File: src/rtl/cache_pkg.sv
// Shared definitions for the cache controller slice.
// Holds the default widths, the FSM state encoding and the word-align mask.
package cache_pkg;

  localparam int unsigned XLEN_DEF        = 32;
  localparam int unsigned BYTE_OFFSET_DEF = 2;

  // 2-bit controller state encoding
  localparam logic [1:0] S_IDLE_ENC    = 2'd0;
  localparam logic [1:0] S_RD_MEM_ENC  = 2'd1;
  localparam logic [1:0] S_RD_RESP_ENC = 2'd2;
  localparam logic [1:0] S_WR_MEM_ENC  = 2'd3;

  typedef enum logic [1:0] {
    S_IDLE    = S_IDLE_ENC,
    S_RD_MEM  = S_RD_MEM_ENC,
    S_RD_RESP = S_RD_RESP_ENC,
    S_WR_MEM  = S_WR_MEM_ENC
  } state_e;

  // Clears the byte-offset bits of an address at the default width
  localparam logic [XLEN_DEF-1:0] ADDR_MASK =
    ~XLEN_DEF'((XLEN_DEF'(1) << BYTE_OFFSET_DEF) - XLEN_DEF'(1));

  function automatic logic [XLEN_DEF-1:0] align_addr(input logic [XLEN_DEF-1:0] a);
    return a & ADDR_MASK;
  endfunction

endpackage

File: src/rtl/cache_stat_counter.sv
// 32-bit wrapping event counter with synchronous clear and increment enable.
// Ports: i_clk clock, i_clr synchronous clear (priority), i_inc count enable,
//        o_count current count.
module cache_stat_counter (
  input  logic        i_clk,
  input  logic        i_clr,
  input  logic        i_inc,
  output logic [31:0] o_count
);

  localparam int unsigned CNT_W = 32;

  logic [CNT_W-1:0] r_count;

  // Counter wraps naturally at 2^32
  always_ff @(posedge i_clk) begin
    if (i_clr) begin
      r_count <= '0;
    end else if (i_inc) begin
      r_count <= r_count + CNT_W'(1);
    end
  end

  assign o_count = r_count;

endmodule

File: src/rtl/cache_ctrl.sv
// Sequencing controller in front of a cache: answers read hits in the same
// cycle, fills the cache from memory on read misses, and performs
// write-through / write-allocate stores.
// Ports:
//   clk, rst            clock and synchronous active-high reset
//   cpu_*               CPU request/response (held stable until cpu_ready)
//   cache_addr/hit/data lookup port of the cache
//   update*             cache fill/refresh port
//   mem_*               backing memory request/response
//   stat_hits/misses    read hit / read miss counters (CACHE_CTRL_STATS_EN only)
// Build option: define CACHE_CTRL_STATS_EN to add the statistics counters.
module cache_ctrl
  import cache_pkg::*;
#(
  parameter int unsigned XLEN        = XLEN_DEF,
  parameter int unsigned BYTE_OFFSET = BYTE_OFFSET_DEF
) (
  input  logic            clk,
  input  logic            rst,
  input  logic            cpu_req,
  input  logic            cpu_we,
  input  logic [XLEN-1:0] cpu_addr,
  input  logic [XLEN-1:0] cpu_wdata,
  output logic            cpu_ready,
  output logic [XLEN-1:0] cpu_rdata,
  output logic [XLEN-1:0] cache_addr,
  input  logic            cache_hit,
  input  logic [XLEN-1:0] cache_data,
  output logic            update,
  output logic [XLEN-1:0] update_addr,
  output logic [XLEN-1:0] update_data,
  output logic            mem_valid,
  output logic            mem_we,
  output logic [XLEN-1:0] mem_addr,
  output logic [XLEN-1:0] mem_wdata,
  input  logic            mem_ready,
  input  logic [XLEN-1:0] mem_rdata
`ifdef CACHE_CTRL_STATS_EN
  ,
  output logic [31:0]     stat_hits,
  output logic [31:0]     stat_misses
`endif
);

  localparam logic [XLEN-1:0] L_ALIGN_MASK =
    ~((XLEN'(1) << BYTE_OFFSET) - XLEN'(1));

  state_e          r_state;
  state_e          w_next;
  logic [XLEN-1:0] r_addr;
  logic [XLEN-1:0] r_wdata;
  logic [XLEN-1:0] r_rdata;
  logic [XLEN-1:0] w_addr_al;
  logic            w_lat_addr;
  logic            w_lat_wdata;
  logic            w_cap_rdata;

  assign cache_addr = cpu_addr;
  assign w_addr_al  = cpu_addr & L_ALIGN_MASK;

  // State and transaction latches
  always_ff @(posedge clk) begin
    if (rst) begin
      r_state <= S_IDLE;
      r_addr  <= '0;
      r_wdata <= '0;
      r_rdata <= '0;
    end else begin
      r_state <= w_next;
      if (w_lat_addr)  r_addr  <= w_addr_al;
      if (w_lat_wdata) r_wdata <= cpu_wdata;
      if (w_cap_rdata) r_rdata <= mem_rdata;
    end
  end

  // Next state and output decode; reset forces every strobe low
  always_comb begin
    w_next      = r_state;
    w_lat_addr  = 1'b0;
    w_lat_wdata = 1'b0;
    w_cap_rdata = 1'b0;
    cpu_ready   = 1'b0;
    cpu_rdata   = r_rdata;
    update      = 1'b0;
    update_addr = r_addr;
    update_data = r_wdata;
    mem_valid   = 1'b0;
    mem_we      = 1'b0;
    mem_addr    = r_addr;
    mem_wdata   = r_wdata;
    if (!rst) begin
      unique case (r_state)
        S_IDLE: begin
          if (cpu_req) begin
            if (cpu_we) begin
              w_lat_addr  = 1'b1;
              w_lat_wdata = 1'b1;
              w_next      = S_WR_MEM;
            end else if (cache_hit) begin
              cpu_ready = 1'b1;
              cpu_rdata = cache_data;
            end else begin
              w_lat_addr = 1'b1;
              w_next     = S_RD_MEM;
            end
          end
        end
        S_RD_MEM: begin
          mem_valid = 1'b1;
          if (mem_ready) begin
            update      = 1'b1;
            update_data = mem_rdata;
            w_cap_rdata = 1'b1;
            w_next      = S_RD_RESP;
          end
        end
        S_RD_RESP: begin
          cpu_ready = 1'b1;
          cpu_rdata = r_rdata;
          w_next    = S_IDLE;
        end
        S_WR_MEM: begin
          mem_valid = 1'b1;
          mem_we    = 1'b1;
          if (mem_ready) begin
            update    = 1'b1;
            cpu_ready = 1'b1;
            w_next    = S_IDLE;
          end
        end
        default: w_next = S_IDLE;
      endcase
    end
  end

`ifdef CACHE_CTRL_STATS_EN
  logic w_rd_hit;
  logic w_rd_miss;

  // Stores never count; a miss counts on the IDLE to RD_MEM transition
  assign w_rd_hit  = (r_state == S_IDLE) && cpu_req && !cpu_we && cache_hit;
  assign w_rd_miss = (r_state == S_IDLE) && cpu_req && !cpu_we && !cache_hit;

  cache_stat_counter u_hits (
    .i_clk   (clk),
    .i_clr   (rst),
    .i_inc   (w_rd_hit),
    .o_count (stat_hits)
  );

  cache_stat_counter u_misses (
    .i_clk   (clk),
    .i_clr   (rst),
    .i_inc   (w_rd_miss),
    .o_count (stat_misses)
  );
`endif

endmodule

File: config.mk
export PLATFORM = sky130hd
export DESIGN_NAME = cache_ctrl
export DESIGN_NICKNAME = d
export VERILOG_FILES = /design/src/rtl/cache_pkg.sv /design/src/rtl/cache_stat_counter.sv /design/src/rtl/cache_ctrl.sv
export SDC_FILE = /design/constraint.sdc
export NUM_CORES = 1
export LEC_CHECK = 0
export ABC_AREA = 1
export CAP_MARGIN = 40
export CORE_AREA = 2 2 128 130
export DETAILED_ROUTE_END_ITERATION = 7
export DIE_AREA = 0 0 130 132
export GPL_ROUTABILITY_DRIVEN = 0
export PLACE_DENSITY = 0.78
export SYNTH_ARGS = -nofsm -noshare
export SYNTH_HDL_FRONTEND = slang
export SYNTH_HIERARCHICAL = 1
export SYNTH_SLANG_ARGS = --single-unit
File: constraint.sdc
create_clock -name clk -period 2.1 [get_ports clk]
set_clock_uncertainty 0.15 [all_clocks]
set_input_delay 0.42 -clock clk [delete_from_list [all_inputs] [get_ports clk]]
set_output_delay 0.42 -clock clk [all_outputs]
set_load 0.1 [all_outputs]
== Yosys cells after proc, flatten, opt, wreduce, memory -nomap -nowiden ==
Cells that the tools add are included.
Operators by class
  reductions and logical operators: 3
  equal/unequal tests: 7
  mux-type cells: 37
Operator list (number)
  $mux W32: 8
  $mux W1: 22
  $mux W2: 5
  $pmux W2 S4: 1
  $ne A2 B2 Y1 const B: 3
  $eq A2 B2 Y1 const B: 2
  $reduce_and A4 Y1: 1
  $ne A3 B3 Y1 const B: 1
  $pmux W1 S3: 1
  $eq A2 B1 Y1 const B: 1
  $logic_not A2 Y1: 1
  $reduce_or A2 Y1: 1
Storage, ports and cells
  word-level logic and storage cells: 51
  bits in registers: 96
  output and inout bits: 196

== Depth between registers and ports, before layout ==
  word-level depth: 5
  mapped depth: 7
  depth with buffers taken out: 6

== Worst setup path before layout ==
Ideal clock, no wire load.
  kind: register -> output
  start: register r_wdata[0], in the netlist mem_wdata[0]
  end: output port update_data[0]
  data arrival time: 3.211 ns
  cell stages (with the launch flop): 3
  setup slack: -1.681 ns
  data required time: 1.530 ns
  cells stage by stage: dfxtp_1 inv_1 o21ai_0
On the way
  longest elaborated chain between the ends: 3
RTL lines
  from (decl): line cache_ctrl.sv:51  | logic [XLEN-1:0] r_wdata;
  from (signal assigned): line cache_ctrl.sv:71  | if (w_lat_wdata) r_wdata <= cpu_wdata;
  $mux W32: line cache_ctrl.sv:110  | if (mem_ready) begin
  $mux W32: line cache_ctrl.sv:92  | unique case (r_state)
  $mux W32 *: line cache_ctrl.sv:91  | if (!rst) begin
  to (decl): line cache_ctrl.sv:31  | output logic [XLEN-1:0] update_data,
Every way passes the cells marked *; elsewhere a longest branch is shown, timed or not.

== Worst setup path in the final report ==
  start: register r_state[0]
  end: output port update_data[27]
On the way
  longest elaborated chain between the ends: 3
RTL lines
  from (decl): line cache_ctrl.sv:48  | state_e r_state;
  from (signal assigned): line cache_ctrl.sv:69  | r_state <= w_next;
  $eq A2 B1 Y1: line cache_ctrl.sv:92
  $mux W32: line cache_ctrl.sv:92
  $mux W32: line cache_ctrl.sv:91
No other way between the ends.

==> impl_results.md <==
* Library cell with the highest instance count after synthesis: nand2_1
* Total track usage at a little under a quarter
* Post-route ant nets at 0
* Worst path slowest cell: dfxtp_4
* Syn Area/Cell at between 6 and 7 um2
* P per Cell Area at between 600 and 700 mW/mm2
* Clock root cell: clkbuf_16
* Synth warn at 6
* Avg WL per Cell at 16.6 um
* Sequential share of power at between 20% and 30%
* Nets at between 1000 and 1500
* Clock latency on the worst-skew pair at between 0.3 and 0.4 ns
* Post-synth EDFFs at 0
* Initial antenna violation count at 0
* Cells after synthesis at between 700 and 800
* Total Routed Length at roughly 21000 um
* Final Util at between 60% and 70%
* Drt drc at 0
* IO buf count at between 300 and 400
* CTS clk-pin slew, worst paths at ~0.080 ns
* Critical Path AT at roughly 1.7 ns
* P_leak at between 0.004 and 0.005 uW
* Share of the synthesized area in the top cell type at roughly two fifths
* Global-route wire length before repair at roughly 31000 um
* P&R area growth vs syn at 119%
* Top post-synthesis cells by area: dfxtp_1, nand2_1, buf_4
* Comb power frac at between 50% and 60%
* Rows at 46
* Num Clock Sinks at between 90 and 100
* TritonRoute pass-1 iters at 4
* Hold Crit Class: register to register
* Clock buffer count from CTS at 9
* Placed cells at around 1300
* CTS Buffer Depth at 2
* Crit path max fanout at 7
* RSZ-0062 raised after global routing: yes
* Die area at approximately 0.017 mm2
* Die Wd at approximately 130 um
* Netlist cell types at 23
* Vias per inst at 4.59
* Synthesis-stage register bit count at 96
* Syn Std Cell Area at around 0.005 mm2
* Final WS setup at -0.198 ns
* CP peak stage delay at 0.36 ns
* Setup Viol. Count Final at 65
* Seq/Total Area, Yosys at about two fifths
* Violated checks: negative setup slack
* Maximum achievable frequency at ~0.44 GHz
* Sw Ratio at 46.1%
* Hold buffers post-CTS at 0
* Sw Pwr at 3510 uW
* Drt initial violations at around 230
* Synth cell count leaders: nand2_1, nor2_1, dfxtp_1, buf_4
* Sum Neg Setup Slack at -8.51 ns
* Status: finished, violations left
* Die height at 132 um
* Pint at just over 4000 uW
* Buf/Inv on CP at 5
* DR vias at ~5900
* Ys async rst share at 0%
* Share of cells above drive strength 1 at between 40% and 50%
* Final worst-path cycle share at 109%
* CTS tree: built
* Req. time, crit path at 1.53 ns
* Non-filler cells, final at approximately 1300
* # Max-Cap Violations at 0
* Nature of the critical path startpoint: register
* Final HPWL DP at around 15000 um
* Crit end category: output port
* CP delay by family, top: buffers and inverters
* Initial core utilization at 31.7%
* # IOs at between 300 and 400
* Max Slew Vio Count at 0
* Vias in the first global route at 5882
* Grt ovf at 0
* Final hold vios at 0
* Pin count of the biggest net entering global routing at slightly above 60
* Htree depth at 3
* Placeable core region at roughly 0.016 mm2
* Min Tclk post-route at roughly 2.3 ns
* Internal reg-to-reg setup slack at 0.27 ns
* Post-synth top area cell: dfxtp_1
* Top cell by count, worst path: buf_12
* Ant diodes at 0
* Peak VDD IR at 0.420 mV
* Clock power share at roughly 22%
* Crit Path Class: register to output port
* CP cell instances: nand2_4 -> nor2_4 -> buf_12 -> nand2_8 -> clkinv_8 -> buf_6 -> buf_12 -> o21ai_4 -> buf_12
* Most common flop cell mapped by yosys: dfxtp_1
## routing by layer
layer  vias to the layer above  global-route usage (%)  share of wire, %
met1                      2730                    25.7                37
met2                       256                    42.6                53
met5                         -                       0                 0
li1                       2865                       -                 -
met4                         0                    8.42               2.8
met3                        41                    6.41               7.2
## state kept, by name, summed over array words and instances (netlist names)
signal     flops
r_rdata       32
mem_wdata     32
r_state        2
mem_addr      30
## tightest hold or removal path, cell delays in order (launching register included)
cell and delay, ns:
dfxtp_1 0.31, nand2_1 0.06, a21oi_1 0.05
## stage by stage
step	setup slack (ns)	area, um2	hold slack, ns	power, uW
2_1_floorplan	-0.228	5520	0.290	4670
3_3_place_gp	-0.368	9880	0.298	5850
3_5_place_dp	-0.372	9880	0.305	5890
4_1_cts	-0.209	10600	0.314	7620
5_1_grt	-0.253	10900	0.339	7850
6_report	-0.198	10900	0.312	7610
## path summary, 6_finish.rpt
path,from,to,cells after the start
max,r_state[0],update_data[27],9
min,r_rdata[20],r_rdata[20],2
max reg2reg,r_state[1],mem_wdata[27],9
min reg2reg,r_rdata[20],r_rdata[20],2
## power by group through the flow
| stage | registers (uW) | logic [uW] | clock network [uW] |
|---|---|---|---|
| 2_1_floorplan | 2790 | 1880 | 0 |
| 3_3_place_gp | 2100 | 3760 | 0 |
| 4_1_cts | 2060 | 3870 | 1690 |
| 5_1_grt | 2080 | 4020 | 1760 |
| 6_report | 2060 | 3900 | 1650 |
| 3_5_place_dp | 2100 | 3790 | 0 |
## final cells by class
cell class	count	area (um2)
repair buffers	390	5150
fillers	1174	4800
multi-input cells	497	2960
flip-flops and latches	96	1970
inverters	68	274
well taps	216	270
clock buffers	9	225
clock inverters	7	62.6
## cells in the final DEF (no fill, tap or decap), drive strengths merged
cell type and count:
nand3 66, inv 66, clkinvlp 1, nor2 129
buf 259, clkbuf 10, dlygate4sd2 3, bufinv 1
dfxtp 96, o21ai 32, nand2 229, nor3 1
clkinv 7, conb 4, a21oi 34, o31ai 1
clkdlybuf4s50 126, clkdlybuf4s15 1, or2 1
## cells by family after synthesis
family	count (synthesis)	share of synthesized area [%]
AOI/OAI and AO/OA	67	6.79
buffers and inverters	178	20.0
DFF	96	38.6
and+or+nand+nor	426	34.4
other	1	0.0754
## timing repair
item,CTS,global route
endpoints found under the setup margin,66,66
cloned,5,1
setup buffers,12,3
gates resized for setup,66,66
pin swaps,24,19
No activity file was read; power rests on OpenSTA's default activity.
